[src/rtl/sound_pwm_out.sv]
// PWM audio output stage: one N-bit sample per 2^N-cycle frame, with a
// per-frame linear fade-out once enable_i drops.
module sound_pwm_out #(
   parameter int N         = 8,
   parameter int FADE_STEP = 16
) (
   input  logic         clk,
   input  logic         rst,
   input  logic [N-1:0] sample_i,
   input  logic         enable_i,
   output logic         pwm_o,
   output logic         frame_o,
   output logic         busy_o
);

   typedef enum logic [1:0] {
      IDLE,
      RUN,
      FADE
   } state_t;

   localparam logic [N-1:0] CNT_MAX = '1;
   localparam logic [N:0]   STEP    = (N+1)'(FADE_STEP);

   state_t       state, state_nxt;
   logic [N-1:0] cnt, cnt_nxt;
   logic [N-1:0] duty, duty_nxt;
   logic         frame_end;
   logic         above_step;
   logic [N-1:0] duty_faded;

   assign frame_end  = (cnt == CNT_MAX);
   // Compare one bit wider so a step larger than any duty never wraps.
   assign above_step = ({1'b0, duty} > STEP);
   assign duty_faded = above_step ? (duty - STEP[N-1:0]) : '0;

   // NOTE: every always_comb output gets a default first so no path can infer a latch.
   always_comb begin
      state_nxt = state;
      cnt_nxt   = cnt;
      duty_nxt  = duty;
      case (state)
         IDLE: begin
            cnt_nxt  = '0;
            duty_nxt = '0;
            if (enable_i) begin
               state_nxt = RUN;
               duty_nxt  = sample_i;
            end
         end
         RUN, FADE: begin
            cnt_nxt = cnt + N'(1);
            if (frame_end) begin
               if (enable_i) begin
                  state_nxt = RUN;
                  duty_nxt  = sample_i;
               end else if (state == RUN) begin
                  state_nxt = FADE;
                  duty_nxt  = duty_faded;
               end else if (!above_step) begin
                  state_nxt = IDLE;
                  duty_nxt  = '0;
                  cnt_nxt   = '0;
               end else begin
                  duty_nxt  = duty_faded;
               end
            end
         end
         default: begin
            state_nxt = IDLE;
            cnt_nxt   = '0;
            duty_nxt  = '0;
         end
      endcase
   end

   // NOTE: state registers use non-blocking assignments so all flops update together.
   always_ff @(posedge clk or posedge rst) begin
      if (rst) begin
         state <= IDLE;
         cnt   <= '0;
         duty  <= '0;
      end else begin
         state <= state_nxt;
         cnt   <= cnt_nxt;
         duty  <= duty_nxt;
      end
   end

   // Outputs decode straight from registers, so reset clears them without a clock.
   assign busy_o  = (state != IDLE);
   assign pwm_o   = busy_o && (cnt < duty);
   assign frame_o = busy_o && (cnt == '0);

endmodule

[config.mk]
export PLATFORM = sky130hd
export DESIGN_NAME = sound_pwm_out
export DESIGN_NICKNAME = d
export VERILOG_FILES = /design/src/rtl/sound_pwm_out.sv
export SDC_FILE = /design/constraint.sdc
export NUM_CORES = 1
export LEC_CHECK = 0
export BUFFER_PORTS_ARGS = -buffer_cell sky130_fd_sc_hd__buf_2
export CAP_MARGIN = 20
export CORE_MARGIN = 3
export CORE_UTILIZATION = 52
export CTS_CLUSTER_SIZE = 8
export DETAILED_ROUTE_END_ITERATION = 6
export MAX_ROUTING_LAYER = met4
export PLACE_DENSITY = 0.84
export SETUP_SLACK_MARGIN = 0.02
export SKIP_CTS_REPAIR_TIMING = 1
export SLEW_MARGIN = 25
export SYNTH_ARGS = -nofsm -noshare
export SYNTH_HDL_FRONTEND = slang
export SYNTH_SLANG_ARGS = --single-unit
[constraint.sdc]
create_clock -name clk -period 2 [get_ports clk]
set_clock_uncertainty 0.2 [all_clocks]
set_input_delay 0.1 -clock clk [delete_from_list [all_inputs] [get_ports clk]]
set_output_delay 0.1 -clock clk [all_outputs]
set_load 0.03 [all_outputs]
Yosys cells after proc, flatten, opt, wreduce, memory -nomap -nowiden:

Index checks and enable logic that the tools add are counted.

* register bits after elaboration: 18
* output and inout port bits: 3
* logic and storage cells: 38

* reductions and logical operators: 7
* $add $sub $neg: 2
* mux-type cells: 18
* magnitude comparators: 2
* eq/ne operators: 6

Operator list (number)
* 8-bit 2-to-1 mux: 11
* 8-bit case mux with 2 select lines: 1
* 2-bit 2-to-1 mux: 5
* 8-bit by 1-bit adder with 8-bit output, second input constant: 1
* 8-bit equality test, second input constant: 1
* 8-bit by 5-bit greater-than comparator with 1-bit output, second input constant: 1
* 8-bit logical NOT: 1
* 8-bit < comparator: 1
* 8-bit by 5-bit subtractor with 8-bit output, second input constant: 1
* 2-bit != test, second input constant: 2
* 4-bit != test, second input constant: 1
* 2-bit case mux with 2 select lines: 1
* 3-bit AND reduction: 1
* 2-bit by 1-bit equality test with 1-bit output, second input constant: 1
* 2-bit equality test, second input constant: 1
* 1-bit logical AND: 2
* 2-bit logical NOT: 1
* 2-bit nonzero test: 1
* 2-bit OR reduction: 1

Logic depth before layout (Yosys ltp):

Gate-level depths: netlist of run 1.

* depth in word-level cells: 7
* mapped depth: 7

Worst setup path before layout of run 1:

No wires, ideal clock.

* path type: reg2out
* start point: reg state[0]
* end point: out pwm_o
* path buffers: 0
* stages on the path, launching flop included: 6
* arrival time: 2.153 ns
* path slack: -0.453 ns
* data required time: 1.700 ns
* cells stage by stage: dfrtp_1 inv_1 ha_1 nor2_1 nand3_1 o311ai_0

* cells in the longest elaborated chain, start to end: 2

RTL lines
* from (decl): line 25 `state_t state, state_nxt;`
* from (signal assigned): line 84 `state <= state_nxt;`
* 2-bit nonzero test: line 91 `assign busy_o = (state != IDLE);`
* 1-bit logical AND: line 92 `assign pwm_o = busy_o && (cnt < duty);`
* to (decl): line 11 `output logic pwm_o,`

No other way between the ends.

Worst setup path in the final report of run 1:

* start point: reg state[1]
* end point: out pwm_o

The elaborated chain is that of the path after synthesis.

==> results of run 1 <==
tightest hold or removal path: cells and delay by family:
kind,cells,cell delay (ns)
buffers and inverters,1,0.16
AO/OA/AOI/OAI,1,0.15
AND/OR/NAND/NOR,1,0.11
cells by family (layout without fill, tap and decap cells):
family | Yosys count | after routing | share of synthesized area
simple gates | 51 | 51 | 0.203
compound gates | 31 | 31 | 0.208
buf+inv | 19 | 62 | 0.0568
flops | 18 | 18 | 0.347
fa+ha+maj | 15 | 15 | 0.145
xor+xnor | 6 | 6 | 0.0405
metrics by stage:
step / std cells / setup WS [ns]
detailed placement: 187 / -0.0293
floorplan: 140 / 0.0533
global placement: 187 / 0.0627
CTS: 190 / -0.217
global route: 211 / -0.138
finish: 211 / -0.0737
worst max-delay path by stage:
stage | to | cells after the start
floorplan | state[0]$_DFFE_PP0P_ | 7
finish | pwm_o | 7
detailed placement | state[0]$_DFFE_PP0P_ | 6
global route | pwm_o | 6
global placement | state[0]$_DFFE_PP0P_ | 6
CTS | pwm_o | 6
sequential cells by signal (all words and copies together), names as in the netlist:
name,flops
state,2
duty,8
cnt,8
synth_stat cells (all sizes together):
master	count	share of area
dfrtp	18	0.35
a31o	2	0.013
a221o	1	0.0077
a311o	1	0.0077
nor3b	1	0.0058
and4	1	0.0067
o211ai	1	0.0058
o221ai	1	0.0067
a21oi	4	0.015
nor4bb	1	0.0077
nor2	19	0.055
a21o	2	0.012
nor3	2	0.0077
buf	1	0.0038
nand3	7	0.027
o311ai	2	0.013
xor2	3	0.020
o41ai	1	0.021
nand2	9	0.026
a211o	1	0.0067
clkbuf	1	0.0038
a32oi	1	0.0067
o2bb2ai	1	0.0067
nor2b	1	0.0048
ha	15	0.14
nand4	2	0.0096
xnor2	3	0.020
and3	2	0.0096
and4b	1	0.0077
and2	1	0.0048
inv	17	0.049
a22o	4	0.028
a2111oi	1	0.012
or3	1	0.0048
a31oi	3	0.026
nor4	3	0.026
o21ai	5	0.019
per-layer routing:
metal	GRT usage	share of wire	vias up	routed length [um]
met1	0.288	0.40	657	1620
met5	-	0	-	0
met2	0.319	0.51	73	2050
li1	-	-	590	-
met4	0.0915	0.018	0	71
met3	0.0348	0.067	8	269
cell usage in the layout (no fill, tap or decap), types with 3 or more instances in the layout:
| cell type | synthesis | layout |
|---|---|---|
| buf_4 | 0 | 21 |
| nor2_1 | 19 | 17 |
| inv_1 | 17 | 12 |
| buf_2 | 1 | 11 |
| nand2_1 | 9 | 9 |
| ha_1 | 15 | 9 |
| dfrtp_1 | 18 | 9 |
| dfrtp_2 | 0 | 9 |
| dlygate4sd3_1 | 0 | 8 |
| nand3_1 | 7 | 6 |
| ha_4 | 0 | 6 |
| inv_2 | 0 | 5 |
| a21oi_1 | 4 | 3 |
| o21ai_2 | 0 | 3 |
| xor2_1 | 3 | 3 |
| xnor2_1 | 3 | 3 |
| a22o_1 | 3 | 3 |
| clkbuf_4 | 0 | 3 |
area by class of cell:
| class | count | area share |
|---|---|---|
| multi-input combinational | 103 | 0.501 |
| sequential | 18 | 0.257 |
| timing repair buffer | 42 | 0.175 |
| tap | 28 | 0.0195 |
| inverter | 17 | 0.0355 |
| clock buffer | 3 | 0.0125 |
power breakdown:
group	internal (mW)	switching (mW)	leakage, nW
Clock	0.0704	0.122	0.0138
Combinational	0.753	0.920	0.548
Sequential	0.457	0.102	0.227
Total	1.28	1.14	0.789
==> run summary, run 1 <==
status: complete, but fails checks
failing checks: setup timing
Pwr Density: 1350 nW/um^2
Worst path slowest cell: dfrtp_1
Post-Syn Nets: 166
Leakage: 0.789 nW
Rows: 17
GRT Util Overall: 0.214
initial antenna violation count: 0
Nets: 211
Data required, critical path: 1.70 ns
Worst Setup Path Type: flop to primary output
worst setup margin: -0.0737 ns
first-pass GRT wire length: 5130 um
WHS: 0.0415 ns
Die Ht: 56.0 um
Worst setup SP type: flop
Worst Setup SP: state[1]$_DFFE_PP0P_
Clock transition at path regs: 0.11 ns
Avg WL per Cell: 19.0 um
path depth of the worst reg2reg path: 6
Ports: 14
Final Hold Fails: 0
Post-Syn Instances: 140
Congestion Overflow GR: 0
DRC: 0
setup TNS: -0.114 ns
crit path DAT: 1.77 ns
share of cells above drive strength 1: 0.404
Clock Tree Buf Depth: 2
Final Total Pwr: 2.43 mW
port bufs: 13
gpl congestion: 0.911
core area: 2300 um^2
Register Area: 462 um^2
RSZ-0062 raised after global routing: yes
Multi-input gate area: 901 um^2
ant diodes: 0
CTS tree: yes
largest net degree at the start of global routing: 19
Finished Core Util: 0.783
maxcap violations: 0
via count: 1328
vias per std cell: 6.29
area post-placement: 1460 um^2
Worst Tran Pin Value: 0.725 ns
CP Capture Type: primary output
vias in the first global route: 1069
Min-Delay Endpoint: state[1]$_DFFE_PP0P_
post-synthesis sequential element count: 18
Routed WL: 4010 um
root buffer cell: clkbuf_4
worst hold path class: primary input to flop
final setup fails: 2
Synth cell types: 40
Cell Area, Synth: 1300 um^2
worst reg2reg endpoint: state[0]$_DFFE_PP0P_
Peak VDD IR: 0.000842 V
hold path depth: 3
H-Tree Depth: 1
area delta synth->final: 38.5%
Final min period: 2.07 ns
Post-DRT Antenna Nets: 0
max-slew violations: 0
# fillers: 136
Avg Cell Area, Syn: 9.28 um^2
total clock sinks: 18
clock latency at the later pin of the worst-skew pair: 0.30 ns
Die Footprint: 3130 um^2
hold_sp: enable_i
Crit path max-delay family: flip-flops
die width: 56.0 um
total CTS buffers: 3
Initial Utilization: 0.565
Warnings, synthesis: 0
CP Cell Sequence: inv_2, ha_4, nor2_4, nand3_2, a21o_1, o311ai_2, buf_4
Worst R2R Start: state[0]$_DFFE_PP0P_
Rel. slew slack: 0.516
Final Cell Area: 1800 um^2
Seq/Total Area, Yosys: 0.347
Initial DRT Pass Iterations: 4
post-DP HPWL: 2290 um
Tcrit/Tclk final: 1.04
worst path bufs/invs: 2
reg2reg setup slack: 0.03 ns
Achievable Freq: 0.482 GHz
crit-path max FO: 5
max incr delay on CP: 0.46 ns
Iter 0 DRT Violations: 94
(Power assumes the default switching activity.)
==> run 2: changes to the inputs <==
==> constraint.sdc (replaced) <==
create_clock -name clk -period 2 [get_ports clk]
set_clock_uncertainty 0.2 [all_clocks]
set_input_delay 0.4 -clock clk [delete_from_list [all_inputs] [get_ports clk]]
set_output_delay 0.4 -clock clk [all_outputs]
set_load 0.03 [all_outputs]
==> run 2 against run 1 <==
Compared with the run above: combinational power up 27%; power up 17%; critical path depth unchanged; largest power group unchanged; the flow still finishes with violations (setup timing); count of clock-buffer cells in the layout unchanged.
==> run summary, run 2 (synthesis gave the netlist of run 1 again) <==
Routed WL: 4240 um (+5.6%)
initial antenna violation count: 0 (unchanged)
port bufs: 13 (unchanged)
Finished Core Util: 0.828 (+0.0452)
Worst Setup Path Type: flop to primary output
Leakage: 0.865 nW (+9.6%)
Achievable Freq: 0.443 GHz (-8.2%)
Post-Place Cells: 209 (+12%)
max-slew violations: 0 (unchanged)
top flop regs: cnt: 8 flops, duty: 8 flops, state: 2 flops
Clock transition at path regs: 0.11 ns (about the same)
status: complete, but fails checks
crit path DAT: 1.66 ns (-0.11 ns)
vias in the first global route: 1322 (+24%)
commonest non-fill, non-tap cell in the layout: buf_4
final std cells w/o fill: 220 (+4.3%)
core area: 2300 um^2 (unchanged)
worst setup margin: -0.259 ns (-0.185 ns)
Congestion Overflow GR: 0 (unchanged)
Worst Tran Pin Value: 0.343 ns (-0.382 ns)
die width: 56.0 um (unchanged)
vias per std cell: 6.21 (-1.3%)
Nets: 220 (+4.3%)
share of cells above drive strength 1: 0.464 (+0.0592)
Rel. slew slack: 0.769 (+0.253)
DRC: 0 (unchanged)
WHS: 0.102 ns (+0.0606 ns)
clock latency at the later pin of the worst-skew pair: 0.31 ns (about the same)
worst hold path class: primary input to flop
total CTS buffers: 3 (unchanged)
Final Hold Fails: 0 (unchanged)
via count: 1367 (+2.9%)
Worst setup SP type: flop
crit-path max FO: 3 (-2)
RSZ-0062 raised after global routing: yes
most frequent cells in the layout: buf_4, dfrtp_1, inv_1
ant diodes: 0 (unchanged)
Ports: 14 (unchanged)
area delta synth->final: 46.5%
Data required, critical path: 1.40 ns (-0.30 ns)
path depth of the worst reg2reg path: 7 (+1)
H-Tree Depth: 1 (unchanged)
Clock Tree Buf Depth: 2 (unchanged)
Final min period: 2.26 ns (+0.185 ns)
Pwr Density: 1490 nW/um^2 (+11%)
hold_sp: sample_i[0]
Initial Utilization: 0.565 (unchanged)
root buffer cell: clkbuf_4
Avg WL per Cell: 19.3 um (+1.3%)
reg2reg setup slack: -0.13 ns (-0.16 ns)
largest net degree at the start of global routing: 19 (unchanged)
Post-DRT Antenna Nets: 0 (unchanged)
Worst R2R Start: duty[3]$_DFFE_PP0P_
Rows: 17 (unchanged)
Tcrit/Tclk final: 1.13 (+0.0927)
gpl congestion: 0.909 (-0.19%)
Peak VDD IR: 0.00125 V (+48%)
failing checks: setup timing
worst reg2reg endpoint: cnt[2]$_DFF_PP0_
final setup fails: 15 (+13)
Die Ht: 56.0 um (unchanged)
critical path endpoint: pwm_o
first-pass GRT wire length: 5940 um (+16%)
Initial DRT Pass Iterations: 5 (+1)
Iter 0 DRT Violations: 67 (-29%)
Worst Setup SP: duty[5]$_DFFE_PP0P_
CTS tree: yes
maxcap violations: 0 (unchanged)
total clock sinks: 18 (unchanged)
CP Capture Type: primary output
post-DP HPWL: 2640 um (+15%)
GRT Util Overall: 0.243 (+0.0291)
Die Footprint: 3130 um^2 (unchanged)
==> run 2: metal layers <==
metal,part of all wire,global-route usage
met1,0.40,0.276
met2,0.49,0.434
met3,0.065,0.0348
met4,0.043,0.0847
met5,0,-
==> run 2: power by group <==
group	internal [mW]	leakage, nW	switching (mW)
clock	0.0706	0.0138	0.131
sequential	0.453	0.241	0.0663
combinational	1.01	0.610	1.11
total	1.53	0.865	1.31
==> run 2: layout make-up <==
cell class	instances	area, um^2
clock buffer	3	22.5
fill	127	394
inverter	17	63.8
multi-input combinational	103	947
sequential	18	450
tap	28	35.0
timing repair buffer	51	384
==> run 2: stage by stage <==
step	instance area [um^2]	setup WS, ns	setup TNS [ns]	power [mW]
after floorplan	1320	0.0187	0	1.45
after global placement	1630	0.0185	0	1.96
after detailed placement	1630	-0.0328	-0.0328	2.05
after CTS	1660	-0.376	-0.637	2.25
after global routing	1900	-0.316	-2.65	3.00
final	1900	-0.259	-1.63	2.84
==> run 2: worst min-delay path by stage <==
stage | to | slack (ns) | depth (start not counted)
after global placement | state[0]$_DFFE_PP0P_ | 0.23 | 3
final | duty[0]$_DFFE_PP0P_ | 0.10 | 2
after global routing | duty[5]$_DFFE_PP0P_ | 0.1 | 2
after detailed placement | state[0]$_DFFE_PP0P_ | 0.23 | 3
after floorplan | cnt[0]$_DFF_PP0_ | 0.14 | 1
after CTS | state[1]$_DFFE_PP0P_ | -0.1 | 3
==> run 2: worst max-delay path, stage by stage (launching register included) <==
cell and delay, ns:
dfrtp_1 0.42, inv_2 0.10, ha_4 0.21, nand2_4 0.07, nand3_4 0.09, a21o_1 0.20, o311ai_4 0.08, buf_6 0.17
==> run 3: changes to the inputs <==
- CORE_UTILIZATION: 52 -> 55
- TNS_END_PERCENT: not set -> 1
- clock period: 2 -> 2.6 ns (I/O delays scaled with it)
==> run 3 against run 2 <==
Compared with the run above: the flow now finishes without violations; sequential cell count unchanged; combinational power down 56%; via count down 16%; design area down 23%; register-to-register slack better by 0.52 ns.
==> run summary, run 3 (synthesis gave the netlist of run 1 again) <==
Worst Setup Path Type: flop to primary output
Iter 0 DRT Violations: 59 (-12%)
vias in the first global route: 1036 (-22%)
via count: 1143 (-16%)
total clock sinks: 18 (unchanged)
area delta synth->final: 12.3%
Clock Tree Buf Depth: 2 (unchanged)
Avg WL per Cell: 16.2 um (-16%)
core area: 2100 um^2 (-8.5%)
final setup fails: 0 (-15)
Data required, critical path: 1.88 ns (+0.48 ns)
Nets: 183 (-17%)
Clock transition at path regs: 0.11 ns (about the same)
Post-DRT Antenna Nets: 0 (unchanged)
total CTS buffers: 3 (unchanged)
Final Total Pwr: 1.55 mW (-45%)
# fillers: 169 (+33%)
Tcrit/Tclk final: 0.979
max-slew violations: 0 (unchanged)
Rows: 16 (-1)
Final Cell Area: 1460 um^2 (-23%)
gpl congestion: 0.902 (-0.76%)
crit-path max FO: 3 (unchanged)
port bufs: 13 (unchanged)
Pwr Density: 1070 nW/um^2 (-29%)
WHS: 0.0853 ns (-0.0168 ns)
crit path DAT: 1.83 ns (+0.17 ns)
die width: 54.6 um (-2.5%)
Final Hold Fails: 0 (unchanged)
area post-placement: 1390 um^2 (-15%)
most frequent cells in the layout: nor2_1, inv_1, dfrtp_1
Ports: 14 (unchanged)
Leakage: 0.653 nW (-25%)
top flop regs: cnt: 8 flops, duty: 8 flops, state: 2 flops
first-pass GRT wire length: 4610 um (-22%)
post-DP HPWL: 2180 um (-17%)
clock latency at the later pin of the worst-skew pair: 0.31 ns (about the same)
Die Footprint: 2980 um^2 (-4.9%)
Rel. slew slack: 0.560 (-0.210)
commonest non-fill, non-tap cell in the layout: nor2_1
worst setup margin: 0.0549 ns (+0.314 ns)
Congestion Overflow GR: 0 (unchanged)
largest net degree at the start of global routing: 19 (unchanged)
maxcap violations: 0 (unchanged)
reg2reg setup slack: 0.39 ns (+0.52 ns)
share of cells above drive strength 1: 0.192 (-0.271)
vias per std cell: 6.25 (+0.52%)
GRT Util Overall: 0.225 (-0.0177)
Final min period: 2.55 ns
root buffer cell: clkbuf_4
Routed WL: 2970 um (-30%)
ant diodes: 0 (unchanged)
Die Ht: 54.6 um (-2.5%)
pre-CTS WS: 0.253 ns (+0.286 ns)
CTS tree: yes
Peak VDD IR: 0.000642 V (-48%)
CP Capture Type: primary output
Worst setup SP type: flop
Worst Tran Pin Value: 0.660 ns (+0.317 ns)
H-Tree Depth: 1 (unchanged)
Initial Utilization: 0.618 (+0.0525)
Achievable Freq: 0.393 GHz
initial antenna violation count: 0 (unchanged)
worst hold path class: primary input to async pin
DRC: 0 (unchanged)
setup TNS: 0 ns (+1.63 ns)
Initial DRT Pass Iterations: 5 (unchanged)
status: completed
run 3: cell count changes in the layout (fill, tap and decap cells not counted), moves of 3 or more:
cell,before,now
buf_4,32,2
inv_2,5,0
ha_1,10,14
o21ai_0,2,5
nor2_1,11,18
inv_1,12,17
nor2_4,6,0
buf_6,7,0
ha_2,3,0
run 3: path summary, 6_finish.rpt:
kind | startpoint | endpoint | depth (start not counted)
max in group asynchronous | rst | cnt[2]$_DFF_PP0_ | 2
max reg2reg | duty[5]$_DFFE_PP0P_ | state[0]$_DFFE_PP0P_ | 6
min reg2reg | cnt[0]$_DFF_PP0_ | cnt[0]$_DFF_PP0_ | 1
max | duty[5]$_DFFE_PP0P_ | pwm_o | 6
min | rst | duty[5]$_DFFE_PP0P_ | 2
min in group clk | sample_i[5] | duty[5]$_DFFE_PP0P_ | 2
run 3: metal layers:
metal  up-vias  track usage  part of all wire
li1        537            -                 -
met4         0       0.0539             0.021
met1       534        0.268              0.41
met5         -            -                 0
met2        58        0.372              0.50
met3        14       0.0681             0.074
run 3: power by group:
part	leakage (nW)	switching [mW]	internal, mW
Sequential	0.238	0.0874	0.349
Clock	0.0210	0.0910	0.0855
Combinational	0.394	0.560	0.382
run 3: per-stage QoR:
step / cells / utilization
6_report: 183 / 0.694
5_1_grt: 183 / 0.694
4_1_cts: 182 / 0.677
3_5_place_dp: 178 / 0.660
3_3_place_gp: 178 / 0.660
2_1_floorplan: 140 / -
run 3: final cells by class:
class	instances	area, um^2	share of cell area
clock buffer	4	36.3	0.0249
timing repair buffer	14	75.1	0.0515
tap	27	33.8	0.0232
multi-input combinational	103	797	0.546
sequential	18	453	0.310
inverter	17	63.8	0.0437
run 3: critical path: stages, from the launching register on:
cell	delay, ns
dfrtp_1	0.43
inv_1	0.15
ha_1	0.26
nand2_1	0.07
nand3_1	0.12
o311ai_2	0.29
buf_4	0.21
